$ cat src/rtl/riscv_pkg.sv
// Shared fetch-stage definitions: instruction width, NOP encoding, PC step and FSM/PC-select encodings.
package riscv_pkg;

    localparam int INSTR_W = 32;
    localparam logic [INSTR_W-1:0] NOP_INSTR = 32'h0000_0013;
    localparam logic [INSTR_W-1:0] PC_INC    = 32'h0000_0004;

    typedef enum logic [1:0] {
        ST_REQ   = 2'd0,
        ST_HOLD  = 2'd1,
        ST_FAULT = 2'd2
    } fetch_state_e;

    typedef enum logic [1:0] {
        PC_SEL_RESET  = 2'd0,
        PC_SEL_BRANCH = 2'd1,
        PC_SEL_INC    = 2'd2,
        PC_SEL_HOLD   = 2'd3
    } pc_sel_e;

    // Redirect targets are word aligned by dropping the byte-offset bits.
    function automatic logic [INSTR_W-1:0] align_word(input logic [INSTR_W-1:0] addr);
        return {addr[INSTR_W-1:2], 2'b00};
    endfunction

endpackage

$ cat src/rtl/pc_next.sv
// Next-PC selector: reset PC, word-aligned redirect target, sequential PC+4, or hold.
import riscv_pkg::*;

module pc_next #(
    parameter logic [31:0] RESET_PC = 32'h0000_0000
) (
    input  pc_sel_e     sel,
    input  logic [31:0] pc,
    input  logic [31:0] branch_target,
    output logic [31:0] pc_nxt
);

    // Pure mux; PC+4 wraps naturally modulo 2^32.
    always_comb begin
        pc_nxt = pc;
        case (sel)
            PC_SEL_RESET:  pc_nxt = RESET_PC;
            PC_SEL_BRANCH: pc_nxt = align_word(branch_target);
            PC_SEL_INC:    pc_nxt = pc + PC_INC;
            PC_SEL_HOLD:   pc_nxt = pc;
            default:       pc_nxt = pc;
        endcase
    end

endmodule

$ cat src/rtl/fetch_fsm.sv
// Instruction fetch FSM with stall/redirect handling.
// Optional macro FETCH_MISALIGN_CHECK_EN: misaligned redirect halts in S_FAULT instead of being aligned.
import riscv_pkg::*;

module fetch_fsm #(
    parameter logic [31:0] RESET_PC = 32'h0000_0000
) (
    input  logic        clk,
    input  logic        rst,
    output logic        imem_req,
    output logic [31:0] imem_addr,
    input  logic [31:0] imem_rdata,
    input  logic        imem_ack,
    input  logic        stall,
    input  logic        branch_taken,
    input  logic [31:0] branch_target,
    output logic [31:0] IR_out,
    output logic [31:0] PC_out,
    output logic        valid_out,
    output logic        fault
);

    localparam logic [1:0] S_REQ   = ST_REQ;
    localparam logic [1:0] S_HOLD  = ST_HOLD;
    localparam logic [1:0] S_FAULT = ST_FAULT;

    logic [1:0]  state_r;
    logic [1:0]  state_nxt;
    logic [31:0] pc_r;
    logic [31:0] pc_nxt_s;
    pc_sel_e     pc_sel_s;
    logic        load_out_s;
    logic        clr_valid_s;
    logic        set_fault_s;
    logic        misaligned_s;
    logic        req_r;

`ifdef FETCH_MISALIGN_CHECK_EN
    assign misaligned_s = (branch_target[1:0] != 2'b00);
`else
    assign misaligned_s = 1'b0;
`endif

    pc_next #(.RESET_PC(RESET_PC)) u_pc_next (
        .sel           (pc_sel_s),
        .pc            (pc_r),
        .branch_target (branch_target),
        .pc_nxt        (pc_nxt_s)
    );

    // Next-state decode; priority is redirect, then stall, then memory ack.
    always_comb begin
        state_nxt   = state_r;
        pc_sel_s    = PC_SEL_HOLD;
        load_out_s  = 1'b0;
        clr_valid_s = 1'b0;
        set_fault_s = 1'b0;
        if (branch_taken && (state_r != S_FAULT)) begin
            clr_valid_s = 1'b1;
            if (misaligned_s) begin
                set_fault_s = 1'b1;
                state_nxt   = S_FAULT;
            end else begin
                pc_sel_s  = PC_SEL_BRANCH;
                state_nxt = S_REQ;
            end
        end else begin
            case (state_r)
                S_REQ: begin
                    if (stall && valid_out) begin
                        state_nxt = S_HOLD;
                    end else if (imem_ack) begin
                        load_out_s = 1'b1;
                        pc_sel_s   = PC_SEL_INC;
                    end else if (!stall) begin
                        clr_valid_s = 1'b1;
                    end else begin
                        state_nxt = S_REQ;
                    end
                end
                // Held word is consumed on the edge stall drops, so no duplicate is presented.
                S_HOLD: begin
                    if (!stall) begin
                        state_nxt   = S_REQ;
                        clr_valid_s = 1'b1;
                    end else begin
                        state_nxt = S_HOLD;
                    end
                end
                S_FAULT: state_nxt = S_FAULT;
                default: state_nxt = S_REQ;
            endcase
        end
    end

    // State, PC and output registers; rst abandons any outstanding request.
    always_ff @(posedge clk or posedge rst) begin
        if (rst) begin
            state_r   <= S_REQ;
            pc_r      <= RESET_PC;
            req_r     <= 1'b1;
            IR_out    <= NOP_INSTR;
            PC_out    <= 32'h0000_0000;
            valid_out <= 1'b0;
            fault     <= 1'b0;
        end else begin
            state_r <= state_nxt;
            pc_r    <= pc_nxt_s;
            req_r   <= (state_nxt == S_REQ);
            if (load_out_s) begin
                IR_out    <= imem_rdata;
                PC_out    <= pc_r;
                valid_out <= 1'b1;
            end else if (clr_valid_s) begin
                valid_out <= 1'b0;
            end else begin
                valid_out <= valid_out;
            end
            if (set_fault_s) begin
                fault <= 1'b1;
            end else begin
                fault <= fault;
            end
        end
    end

    assign imem_req  = req_r;
    assign imem_addr = pc_r;

endmodule

$ cat config.mk
export PLATFORM = sky130hd
export DESIGN_NAME = fetch_fsm
export DESIGN_NICKNAME = d
export VERILOG_FILES = /design/src/rtl/riscv_pkg.sv /design/src/rtl/pc_next.sv /design/src/rtl/fetch_fsm.sv
export SDC_FILE = /design/constraint.sdc
export NUM_CORES = 1
export LEC_CHECK = 0
export BUFFER_PORTS_ARGS = -buffer_cell sky130_fd_sc_hd__buf_2
export CORE_MARGIN = 8
export CORE_UTILIZATION = 35
export DETAILED_ROUTE_END_ITERATION = 8
export PLACE_DENSITY = 0.72
export SYNTH_ARGS = -nofsm -noshare
export SYNTH_HDL_FRONTEND = slang
export SYNTH_SLANG_ARGS = --single-unit
export TNS_END_PERCENT = 1
$ cat constraint.sdc
create_clock -name clk -period 4.3 [get_ports clk]
set_input_delay 0.86 -clock clk [delete_from_list [all_inputs] [get_ports clk]]
set_output_delay 0.86 -clock clk [all_outputs]
set_load 0.005 [all_outputs]
==> flow_metrics.tcl <==
set metrics [dict create \
    start_kind "input port" \
    worstHoldPathType "reg2reg" \
    clock-root-buffer "clkbuf_16" \
    fin_ws_ns 1.877 \
    pin_count 168 \
    cts_buffers 9 \
    cpLargestDelayFamily "compound AO/OA/AOI/OAI gates" \
    finalHoldViolations 0 \
    cp_slowest_cell "a21oi_4" \
    critPathKind "in2reg" \
    maxCapViolCount 0 \
    finalSetupViolCount 0 \
    io_buffers 160 \
    stdcell_count 822 \
    ys_warn_count 0 \
    max_freq_ghz 0.4126 \
    regToRegSetupSlack_ns 2.08 \
    cp-end-kind "flop" \
    r2r_cells 5 \
    slew_headroom_pct 37.13 \
    period_needed_ns 2.423 \
    crit_cells 6 \
    cts_max_path_buffers 2 \
    async_flop_share_pct 100.0 \
    synth_seq_cells 96 \
    clk_pin_slew_ns 0.07 \
    syn_avg_cell_area_um2 8.853 \
    fin_nets 716 \
    vias 3889 \
    setup_tns_ns 0 \
    drt_iter0_markers 233 \
    critPathMaxStageDelay_ns 0.59 \
    placedCellCount 807 \
    met2_usage_pct 24.73 \
    r2r-start "state_r[0]" \
    clock-sinks 96 \
    grt_pass1_vias 3839 \
    cp.arrival_ns 2.71 \
    synth_top_area_share_pct 52.01 \
    grtUsageMet3_pct 4.841 \
    grt-ovfl-total 0 \
    mappedNetlistArea_mm2 0.004427 \
    synthTopCellsByCount "214 x nand2_1, 92 x dfrtp_1, 20 x clkbuf_1, 19 x o21ai_0, 16 x xnor2_1" \
    cellPowerDensity_mw_per_mm2 429.6 \
    synth_top_area_cell "dfrtp_1" \
    r2r-end "imem_addr[3]" \
    die_y_um 128.5 \
    drc 0 \
    required_ns 4.59 \
    synthCells 500 \
    holdWs_ns 0.4588 \
    synth_area_leaders "dfrtp_1 52%, nand2_1 18%, xnor2_1 3.2%, dfstp_2 2.4%, o21ai_0 2.1%" \
    multi_input_area_mm2 0.001862 \
    crit_fanout 25 \
    yosysSeqAreaShare_pct 54.38 \
    drv_slew 0 \
    core_mm2 0.01247 \
    use_met1_pct 19.75 \
    period_share_pct 56.36 \
    hpwlAfterDp_mm 9.502 \
    grt-busiest-layer "met2" \
    outcome "complete, no violations" \
    tightest_slew_ns 0.9411 \
    cts_max_level 3 \
    synth_edf_count 0 \
    cts_tree "built" \
    drive_gt1_share_pct 30.20 \
    std_cell_rows 41 \
    fillers 1261 \
    postRouteWirelength_mm 12.99 \
    drtAntennaViolNets 0 \
    synth.most_common_cell "nand2_1" \
    dieWidth_um 128.5 \
    grt_max_degree 69 \
    place.gp.congestion 0.7988 \
    post-place-ws_ns 1.480 \
    grt_pass1_wl_mm 20.13 \
    cp-endpoint "imem_addr[3]" \
    die_area_mm2 0.01650 \
    cts_hold_buf 0 \
    worst-path-buf-inv 3 \
    wl_per_cell_um 15.80 \
    grt.total_usage_pct 15.58 \
    initial_core_util_pct 35.51 \
    rsz0062_at_grt "false" \
    dr.pass1.iters 4 \
    grt_antenna_before_repair 2 \
    cts_resized 0 \
    regArea_mm2 0.002407 \
    skew_ns 0.006710 \
    area_growth_pct 27.93 \
    via_per_inst 4.731 \
    postCtsSetupRepairBufs 0 \
    insertion_delay_ns 0.35 \
    worstPathCellList "buf_2 -> or4b_4 -> a21oi_4 -> buf_4 -> a222oi_1 -> inv_1" \
    synth_cell_types 50 \
    p_total_uw 2433 \
    ir_drop_uv 204.9 \
    leakagePower_uw 0.002927 \
    ys.flop_type "dfrtp_1" \
    critPathLaunch "branch_taken" \
]
-- routing by layer --
| layer | wire (um) | part of all wire [%] | vias up |
|---|---|---|---|
| met5 | 8 | 0.062 | - |
| met1 | 5766 | 44 | 1836 |
| met4 | 240 | 1.8 | 2 |
| li1 | - | - | 1936 |
| met3 | 806 | 6.2 | 17 |
| met2 | 6166 | 47 | 98 |
-- worst min path at each step --
stage	cells after the start	to	slack (ns)	start
6_report	2	IR_out[1]	0.46	IR_out[1]
5_1_grt	2	IR_out[4]	0.48	IR_out[4]
4_1_cts	2	IR_out[1]	0.46	IR_out[1]
3_5_place_dp	2	IR_out[1]	0.46	IR_out[1]
3_3_place_gp	2	IR_out[1]	0.45	IR_out[1]
2_1_floorplan	1	state_r[0]	0.44	state_r[1]
-- placed cells by master, fill, tap and decap left out, types with 7 or more instances in the layout --
cell	count
a22oi_1	7
buf_2	160
clkbuf_16	9
dfrtp_1	92
nand2_1	214
nand3_1	11
nor2_1	8
nor3_1	8
nor4_1	7
o21ai_0	19
o21ai_1	9
xnor2_1	16
-- area by class of cell --
| type | count | area share, % |
|---|---|---|
| Sequential cell | 96 | 42.51 |
| Multi-Input combinational cell | 368 | 32.88 |
| Timing Repair Buffer | 166 | 14.94 |
| Clock buffer | 10 | 4.220 |
| Tap cell | 172 | 3.800 |
| Clock inverter | 4 | 1.237 |
| Inverter | 5 | 0.3756 |
| Antenna cell | 1 | 0.04419 |
-- worst register-to-register path, stage by stage, from the launching register on --
cell	delay (ns)
dfrtp_1	0.42
or4b_4	0.56
a21oi_4	0.59
buf_4	0.40
a222oi_1	0.11
inv_1	0.08
-- registers in the layout, summed over array words and instances, names as in the netlist --
name       cells
valid_out      1
IR_out        32
imem_addr     30
imem_req       1
PC_out        30
state_r        2
-- stage by stage --
stage	cell area, um2	util (%)
2_1_floorplan	4442	-
3_3_place_gp	5351	42.93
3_5_place_dp	5351	42.93
4_1_cts	5660	45.41
5_1_grt	5663	45.43
6_report	5663	45.43
-- cell families (layout without fill, tap and decap cells) --
group	Yosys count	after routing	synth area share (%)
DFF	96	96	54.38
muxes	1	1	0.2261
and+or+nand+nor	290	290	29.68
buffers and inverters	40	185	4.211
other	1	6	0.08471
adders and majority gates	1	1	0.2826
AOI/OAI and AO/OA	54	54	7.773
xor gates and xnor gates	17	17	3.363
-- where the power goes --
group	leakage [uW]	internal [uW]	switching, uW
clock network	0.000154	517	336
registers	0.00119	1040	109
logic	0.00159	197	232
(Power assumes the default switching activity.)
